## src/rtl/instr_fetch_pkg.sv

```systemverilog
// Shared definitions for the fetch stage: bubble encoding, reset PC default,
// the buffered fetch entry layout and small PC helpers.
package instr_fetch_pkg;

    localparam logic [31:0] NOP_INST         = 32'h0000_0000;
    localparam logic [31:0] RESET_PC_DEFAULT = 32'h0000_0000;

    // Major opcodes seen by decode; fetch itself never interprets them.
    typedef enum logic [6:0] {
        OP_LUI    = 7'b0110111,
        OP_AUIPC  = 7'b0010111,
        OP_JAL    = 7'b1101111,
        OP_JALR   = 7'b1100111,
        OP_BRANCH = 7'b1100011,
        OP_LOAD   = 7'b0000011,
        OP_STORE  = 7'b0100011,
        OP_IMM    = 7'b0010011,
        OP_REG    = 7'b0110011
    } opcode_e;

    // One buffered instruction together with the address it was fetched from.
    typedef struct packed {
        logic [31:0] pc;
        logic [31:0] inst;
    } fetch_entry_t;

    function automatic logic [31:0] next_word(input logic [31:0] pc);
        return pc + 32'd4;
    endfunction

    function automatic logic [31:0] word_align(input logic [31:0] addr);
        return addr & ~32'h0000_0003;
    endfunction

endpackage

```

## src/rtl/fetch_fifo.sv

```systemverilog
// Synchronous FIFO with wrap-around pointers and an occupancy count.
// Clear wins over push; a push into a full FIFO is accepted only alongside a pop.
module fetch_fifo #(
    parameter int unsigned WIDTH = 64,
    parameter int unsigned DEPTH = 4
) (
    input  logic                       clk,
    input  logic                       rst_n,
    input  logic                       clear,
    input  logic                       push,
    input  logic [WIDTH-1:0]           push_data,
    input  logic                       pop,
    output logic [WIDTH-1:0]           pop_data,
    output logic [$clog2(DEPTH):0]     count
);

    localparam int unsigned AW = $clog2(DEPTH);
    localparam int unsigned CW = AW + 1;
    localparam logic [CW-1:0] FULL_COUNT = CW'(DEPTH);

    logic [WIDTH-1:0] mem_q [DEPTH];
    logic [WIDTH-1:0] mem_d [DEPTH];
    logic [AW-1:0]    wr_ptr_q, wr_ptr_d;
    logic [AW-1:0]    rd_ptr_q, rd_ptr_d;
    logic [CW-1:0]    count_q, count_d;
    logic             do_push;
    logic             do_pop;

    assign pop_data = mem_q[rd_ptr_q];
    assign count    = count_q;

    // Next-state for storage, pointers and occupancy.
    always_comb begin
        mem_d    = mem_q;
        wr_ptr_d = wr_ptr_q;
        rd_ptr_d = rd_ptr_q;
        count_d  = count_q;
        do_pop   = pop && (count_q != '0);
        do_push  = push && ((count_q != FULL_COUNT) || do_pop);
        if (clear) begin
            wr_ptr_d = '0;
            rd_ptr_d = '0;
            count_d  = '0;
        end else begin
            if (do_push) begin
                mem_d[wr_ptr_q] = push_data;
                wr_ptr_d        = wr_ptr_q + AW'(1);
            end
            if (do_pop) begin
                rd_ptr_d = rd_ptr_q + AW'(1);
            end
            if (do_push && !do_pop) begin
                count_d = count_q + CW'(1);
            end else if (do_pop && !do_push) begin
                count_d = count_q - CW'(1);
            end
        end
    end

    // State register with synchronous active-low reset.
    always_ff @(posedge clk) begin
        if (!rst_n) begin
            for (int unsigned i = 0; i < DEPTH; i++) begin
                mem_q[i] <= '0;
            end
            wr_ptr_q <= '0;
            rd_ptr_q <= '0;
            count_q  <= '0;
        end else begin
            mem_q    <= mem_d;
            wr_ptr_q <= wr_ptr_d;
            rd_ptr_q <= rd_ptr_d;
            count_q  <= count_d;
        end
    end

endmodule

```

## src/rtl/instr_fetch.sv

```systemverilog
// Instruction fetch stage: owns the fetch PC, issues credit-limited word
// requests, buffers responses and drains one entry per unstalled cycle into
// the IF/ID registers. A taken branch flushes and discards in-flight words.
module instr_fetch
    import instr_fetch_pkg::*;
#(
    parameter logic [31:0] RESET_PC   = RESET_PC_DEFAULT,
    parameter int unsigned FIFO_DEPTH = 4
) (
    input  logic        CLK,
    input  logic        RESn,
    input  logic        HLT,
    input  logic        branch_taken,
    input  logic [31:0] branch_target,
    output logic        imem_req,
    output logic [31:0] imem_addr,
    input  logic        imem_gnt,
    input  logic        imem_rvalid,
    input  logic [31:0] imem_rdata,
    output logic [31:0] IF_ID_pc,
    output logic [31:0] IF_ID_inst
);

    localparam int unsigned CW = $clog2(FIFO_DEPTH) + 1;
    localparam logic [CW:0] DEPTH_SUM = (CW+1)'(FIFO_DEPTH);
    localparam int unsigned EW = $bits(fetch_entry_t);

    logic [31:0]   fetch_pc_q, fetch_pc_d;
    logic [31:0]   resp_pc_q, resp_pc_d;
    logic [CW-1:0] outstanding_q, outstanding_d;
    logic [CW-1:0] discard_q, discard_d;
    logic [31:0]   if_id_pc_q, if_id_pc_d;
    logic [31:0]   if_id_inst_q, if_id_inst_d;

    logic [CW-1:0] fifo_count;
    logic          fifo_push, fifo_pop, fifo_clear;
    fetch_entry_t  push_entry, pop_entry;
    logic [EW-1:0] pop_raw;
    logic [CW:0]   credit_used;
    logic          grant, rsp;

    assign pop_entry  = fetch_entry_t'(pop_raw);
    assign imem_addr  = fetch_pc_q;
    assign IF_ID_pc   = if_id_pc_q;
    assign IF_ID_inst = if_id_inst_q;

    fetch_fifo #(
        .WIDTH (EW),
        .DEPTH (FIFO_DEPTH)
    ) u_fifo (
        .clk       (CLK),
        .rst_n     (RESn),
        .clear     (fifo_clear),
        .push      (fifo_push),
        .push_data (push_entry),
        .pop       (fifo_pop),
        .pop_data  (pop_raw),
        .count     (fifo_count)
    );

    // Credit, request bookkeeping, response routing, redirect and drain.
    always_comb begin
        credit_used   = {1'b0, fifo_count} + {1'b0, outstanding_q};
        imem_req      = RESn && (credit_used < DEPTH_SUM);
        grant         = imem_req && imem_gnt;
        // A response with nothing owed is a protocol error and is ignored.
        rsp           = imem_rvalid && (outstanding_q != '0);

        fetch_pc_d    = fetch_pc_q;
        resp_pc_d     = resp_pc_q;
        outstanding_d = outstanding_q;
        discard_d     = discard_q;
        if_id_pc_d    = if_id_pc_q;
        if_id_inst_d  = if_id_inst_q;
        fifo_push     = 1'b0;
        fifo_pop      = 1'b0;
        fifo_clear    = 1'b0;
        push_entry    = '{pc: resp_pc_q, inst: imem_rdata};

        if (grant && !rsp) begin
            outstanding_d = outstanding_q + CW'(1);
        end else if (rsp && !grant) begin
            outstanding_d = outstanding_q - CW'(1);
        end

        if (grant) begin
            fetch_pc_d = next_word(fetch_pc_q);
        end

        if (branch_taken) begin
            // Everything still owed after this edge (including a grant made
            // this cycle) is dropped on return; this cycle's word is never pushed.
            fetch_pc_d   = word_align(branch_target);
            resp_pc_d    = word_align(branch_target);
            discard_d    = outstanding_d;
            fifo_clear   = 1'b1;
            if_id_inst_d = NOP_INST;
        end else begin
            if (rsp) begin
                if (discard_q != '0) begin
                    discard_d = discard_q - CW'(1);
                end else begin
                    fifo_push = 1'b1;
                    resp_pc_d = next_word(resp_pc_q);
                end
            end
            if (!HLT) begin
                if (fifo_count != '0) begin
                    fifo_pop     = 1'b1;
                    if_id_pc_d   = pop_entry.pc;
                    if_id_inst_d = pop_entry.inst;
                end else begin
                    if_id_inst_d = NOP_INST;
                end
            end
        end
    end

    // Fetch state and IF/ID registers, synchronous active-low reset.
    always_ff @(posedge CLK) begin
        if (!RESn) begin
            fetch_pc_q    <= RESET_PC;
            resp_pc_q     <= RESET_PC;
            outstanding_q <= '0;
            discard_q     <= '0;
            if_id_pc_q    <= '0;
            if_id_inst_q  <= NOP_INST;
        end else begin
            fetch_pc_q    <= fetch_pc_d;
            resp_pc_q     <= resp_pc_d;
            outstanding_q <= outstanding_d;
            discard_q     <= discard_d;
            if_id_pc_q    <= if_id_pc_d;
            if_id_inst_q  <= if_id_inst_d;
        end
    end

endmodule
```

## config.mk

```make
export PLATFORM = sky130hd
export DESIGN_NAME = instr_fetch
export DESIGN_NICKNAME = d
export VERILOG_FILES = /design/src/rtl/instr_fetch_pkg.sv /design/src/rtl/fetch_fifo.sv /design/src/rtl/instr_fetch.sv
export SDC_FILE = /design/constraint.sdc
export NUM_CORES = 1
export LEC_CHECK = 0
export CAP_MARGIN = 0
export CORE_MARGIN = 2
export CORE_UTILIZATION = 30
export DETAILED_ROUTE_END_ITERATION = 10
export PLACE_DENSITY = 0.58
export SYNTH_ARGS = -nofsm -noshare
export SYNTH_HDL_FRONTEND = slang
export SYNTH_SLANG_ARGS = --single-unit
```

## constraint.sdc

```tcl
create_clock -name CLK -period 3.4 [get_ports CLK]
set_clock_uncertainty 0.2 [all_clocks]
set_input_delay 0.51 -clock CLK [delete_from_list [all_inputs] [get_ports CLK]]
set_output_delay 0.51 -clock CLK [all_outputs]
set_load 0.005 [all_outputs]
```

**Word level (Yosys, flattened, before mapping)**

Index checks and enable logic that the tools add are counted.

- Word-level logic and storage cells: 93
- Register bits after elaboration: 397
- Input port bits: 70
- Output and inout bits: 97

- $lt $le $gt $ge: 4
- Add/sub/neg operators: 10
- Bitwise operators: 7
- Equal/unequal tests: 2
- Muxes and demuxes: 26
- Reductions and logical operators: 29

Operators with widths:

| cell | number |
|---|---|
| $bwmux W256 | 1 |
| $mux W32 | 6 |
| $mux W64 | 3 |
| $bmux W64 S2 | 1 |
| $demux W64 S2 | 1 |
| $add A32 B3 Y32 const B | 2 |
| $mux W3 | 7 |
| $logic_and A1 B1 Y1 | 10 |
| $reduce_bool A3 Y1 | 3 |
| $sub A3 B1 Y3 const B | 3 |
| $reduce_and A2 Y1 | 4 |
| $reduce_bool A2 Y1 | 4 |
| $mux W1 | 7 |
| $add A3 B1 Y3 const B | 2 |
| $ge A3 B3 Y1 const B | 2 |
| $not A2 Y3 | 2 |
| $not A1 Y1 | 5 |
| $add A2 B1 Y2 const B | 2 |
| $add A3 B3 Y4 | 1 |
| $logic_not A1 Y1 | 4 |
| $lt A4 B3 Y1 const B | 1 |
| $reduce_or A2 Y1 | 2 |
| $lt A3 B1 Y1 const B | 1 |
| $ne A3 B3 Y1 const B | 1 |
| 3 further kinds | 3 |

**Depth between registers and ports, before layout**

- Word-level depth: 11
- Mapped depth: 12

**By module**

From an unflattened synthesis, not the netlist that was laid out.

- Cell total of the unflattened synthesis: 1,687
- Area, all modules: 16,952.5 sq um

By module, submodules not included:

| module | times used | sequential area each (sq um) | area each (sq um) | cells each |
|---|---|---|---|---|
| fetch_fifo | 1 | 5,265.0 | 11,282.1 | 1,018 |
| instr_fetch | 1 | 2,602.5 | 5,670.4 | 669 |

**Worst setup path after synthesis**

No wires, ideal clock.

- Kind: register to register
- Start point: reg outstanding_q[0]
- End point: reg u_fifo.count_q[2] (netlist: u_fifo.count[2])
- Period minus slack after synthesis: 2.957 ns
- Buffers on the path: 1
- Library setup time: 0.071 ns
- Stages on the path, launching flop included: 13
- Arrival time: 2.686 ns
- Path slack: 0.443 ns
- Required time: 3.129 ns
- Path through: dfxtp_1 inv_1 ha_1 ha_1 nand4bb_4 a311oi_2 buf_4 ha_1 inv_1 fa_1 xor2_1 or3_1 a21oi_1

- Longest elaborated chain between the ends: 8
- Elaborated cells on any way between the ends: 10
- Those cells by class: mux (3); reduce/logical (7)

RTL lines:

| item | line | text |
|---|---|---|
| start, declared | instr_fetch.sv:30 | `logic [CW-1:0] outstanding_q, outstanding_d;` |
| start signal, assigned | instr_fetch.sv:131 | `outstanding_q <= outstanding_d;` |
| $reduce_bool A3 Y1 * | instr_fetch.sv:67 | `rsp = imem_rvalid && (outstanding_q != '0);` |
| $logic_and A1 B1 Y1 * | instr_fetch.sv:67 |  |
| $mux W1 * | instr_fetch.sv:99 | `if (rsp) begin` |
| $mux W1 * | instr_fetch.sv:90 | `if (branch_taken) begin` |
| $logic_and A1 B1 Y1 * | fetch_fifo.sv:39 | `do_push = push && ((count_q != FULL_COUNT) \|\| do_pop);` |
| named net u_fifo.do_push | fetch_fifo.sv:26 | `logic do_push;` |
| $logic_not A1 Y1 | fetch_fifo.sv:54 | `end else if (do_pop && !do_push) begin` |
| $logic_and A1 B1 Y1 | fetch_fifo.sv:54 |  |
| $reduce_bool A2 Y1 (no line) | n/a |  |
| end signal, assigned | fetch_fifo.sv:73 | `count_q <= count_d;` |
| end, declared | fetch_fifo.sv:25 | `logic [CW-1:0] count_q, count_d;` |

The timed path passes the listed nets; every way through them passes the cells marked *.
A chain may end at the register's enable or synchronous reset.

**Worst setup path after layout**

- Start point: reg u_fifo.count_q[2] (netlist: u_fifo.count[2])
- End point: out imem_req

- Longest elaborated chain between the ends: 3

RTL lines:

| item | line | text |
|---|---|---|
| $add A3 B3 Y4 | instr_fetch.sv:63 | `credit_used = {1'b0, fifo_count} + {1'b0, outstanding_q};` |
| $lt A4 B3 Y1 | instr_fetch.sv:64 | `imem_req = RESn && (credit_used < DEPTH_SUM);` |
| $logic_and A1 B1 Y1 | instr_fetch.sv:64 |  |
| end, declared | instr_fetch.sv:15 | `output logic imem_req,` |

Every way passes these cells.

==> impl_results.md <==
- Seq/Total Area, Yosys: between 40% and 50%
- GRT Residual Overflow: 0
- Vias in the first global route: 13000
- Gpl congestion: 0.823
- CTS sink cnt: about 380
- Total CTS buffers: between 40 and 50
- Initial Utilization: 30.5%
- Cells on worst reg2reg path: 11
- Synthesis-to-finish area growth: 21.6%
- Main flop type after synthesis: dfxtp_1
- Crit path time final: 3.16 ns
- Async set or reset register ratio after synthesis: 0%
- Number of synthesized register bits: 383
- Core region area: roughly 53000 um2
- Worst hold path depth: 2
- Comb power frac: between 10% and 20%
- Htree depth: 2
- Arrival time worst endpoint: 2.45 ns
- Worst Hold Slack: about 0.25 ns
- Clock Latency Late Sink: 0.56 ns
- Largest net degree at the start of global routing: 100
- Finished Cell Area: 19600 um2
- Sequential cell area: 7670 um2
- P_int: 7.80 mW
- First-pass GRT wire length: 72500 um
- HPWL Detailed: 27900 um
- Port Buf Inserts: 160
- Number of synthesized flops with an enable pin: 0
- Post-layout net count: 2039
- Synth area leader: dfxtp_1
- Placed Instances: 2597
- Dpl ws: 0.257 ns
- Final hold violations: 0
- Share of layout cells above drive strength 1: 9.18%
- Fin. max-slew vios: 0
- Crit path kind: register to output pin
- Vias: 13400
- Cell Pwr Density: approximately 530 nW/um2
- Die height: 236 um
- Layout fillers: 5290
- Yosys top cell area share: 47.7%
- Resized cells post-CTS: 0
- Top-count cell post-synth: nand2_1
- Worst Hold Class: register to register
- # Post-CTS Setup Buffers: 0
- Setup ws final: 0.237 ns
- Sw frac: 25.4%
- Final setup viols: 0
- Multi-input gate area: 7610 um2
- Avg Cell Area, Syn: approximately 8.6 um2
- Slew headroom: slightly above 30%
- Top Ports: 167
- Final Cycle Share: 93.0%
- Clock power share: 43.4%
- YS warnings: 0
- WL final: 46600 um
- CTS tree: built
- Synth top area cells: dfxtp_1 (48%), nand2_1 (14%), a21oi_1 (10%)
- Final core utilization: 37.1%
- Max Root-Sink Buffers: 3
- Seq pwr share: 45.9%
- Clock root buffer: clkbuf_16
- Placed cell area: around 18000 um2
- CP endpoint kind: output pin
- Setup slack, reg-to-reg: 0.36 ns
- Via-to-Cell Ratio: 5.03
- Post-Layout Cell Count: 2671
- CP startpoint kind: register
- Hold path start: u_fifo.mem_q[21]
- Max-Cap Viols: 0
- Mapped cell area: roughly 16000 um2
- Drt pass-1 iters: 5
- Worst-path fanout max: 5
- Status: finished, final reports clean
- Yosys cell types: 49
- Full die area: about 55000 um2
- Switch Pwr: ~2.7 mW
- Worst r2r dst: u_fifo.count[2]
- Worst-margin pin slew: 1.03 ns
- DIE WIDTH: between 200 and 250 um
- RR Startpoint: outstanding_q[0]
- Initial antenna violation count: 1
- Max rail drop VDD: 329 uV
- Setup TNS: 0 ns
- GRT Resource Usage Total: approximately 16%
- Worst Hold Endpoint: u_fifo.mem_q[21]
- DRC errors left: 0
- Mapped Cells: around 1900
- RSZ-0062 raised after global routing: false
- Synth top cells by count: nand2_1 (583), dfxtp_1 (383), a21oi_1 (337)
- Max Clock Freq: 316 MHz
- Antenna-violating nets left: 0
- Critical Path RT: 2.69 ns
- Per-cell routed wire length: 17.4 um
- # rows: 84
- N_diodes: 0
- CTS Hold Buffers Added: 0
- Initial DRC count: 910
- Lkg Pwr: 6.19 nW
- Clock edge transition at the registers on the reported setup and hold paths: roughly 0.06 ns
- Tot Pwr: 10.5 mW
[placed cells by master (no fill, tap or decap), types with 12 or more instances in the layout]
master and n:
clkbuf_16 44, buf_4 18, a21oi_1 337, nand2_1 578, buf_12 12, xnor2_1 32, dfxtp_1 381, ha_1 14
nor2_1 53, nand4_1 23, xor2_1 32, inv_1 15, mux4_2 62, a22oi_1 32, clkdlybuf4s50_1 159, nand3_1 27
o21ai_0 35, nor4_1 13
[worst max path at each step]
stage | cells past startpoint | slack, ns | from | endpoint
2_1_floorplan | 12 | 0.44 | outstanding_q[0] | u_fifo.count[2]
3_3_place_gp | 9 | 0.27 | imem_rvalid | u_fifo.count[2]
3_5_place_dp | 9 | 0.26 | imem_rvalid | u_fifo.count[2]
4_1_cts | 4 | 0.19 | u_fifo.count[2] | imem_req
5_1_grt | 4 | 0.13 | u_fifo.count[2] | imem_req
6_report | 4 | 0.24 | u_fifo.count[2] | imem_req
[cells by family after synthesis]
family                   share of synthesized area [%]
other                                           0.0233
AND/OR/NAND/NOR                                   19.7
XOR/XNOR                                          3.49
AO/OA/AOI/OAI                                     13.6
adder cells (fa/ha/maj)                           1.21
buffers and inverters                             5.21
flip-flops                                        47.7
multiplexers                                      9.08
[registers in the layout (all words and copies together) (netlist names)]
register / cells
discard_q: 3
u_fifo.rd_ptr_q: 2
u_fifo.wr_ptr_q: 2
u_fifo.count: 3
imem_addr: 30
IF_ID_inst: 32
u_fifo.mem_q: 248
IF_ID_pc: 30
outstanding_q: 3
resp_pc_q: 30
[layout make-up]
| cell class | count | area share, % |
|---|---|---|
| flip-flops and latches | 383 | 39.2 |
| multi-input cells | 1319 | 38.9 |
| repair buffers | 190 | 10.1 |
| clock buffers | 66 | 6.62 |
| well taps | 688 | 4.40 |
| clock inverters | 8 | 0.371 |
| inverters | 17 | 0.365 |
[routing by layer]
| layer | part of all wire (%) | global-route usage [%] | routed length, um | vias to the layer above |
|---|---|---|---|---|
| met3 | 5.1 | 2.79 | 2400 | 73 |
| met4 | 2.3 | 5.48 | 1050 | 2 |
| met2 | 49 | 28.4 | 22800 | 363 |
| li1 | - | - | - | 6519 |
| met5 | 0.028 | 0 | 13 | - |
| met1 | 44 | 20.4 | 20300 | 6486 |
[power by group through the flow]
stage          registers [mW]  clock network [mW]  logic, mW
6_report                 4.80                4.54       1.12
5_1_grt                  4.82                4.84       1.23
4_1_cts                  4.80                4.66       1.12
3_5_place_dp             4.90                   0       1.12
3_3_place_gp             4.89                   0       1.09
2_1_floorplan            4.82                   0      0.746
[critical path, stage by stage (launching register included)]
cell and delay, ns:
dfxtp_1 0.46, ha_1 0.30, or4b_1 0.53, nor2_1 0.10
clkdlybuf4s50_1 0.50
No activity file was read; power rests on OpenSTA's default activity.
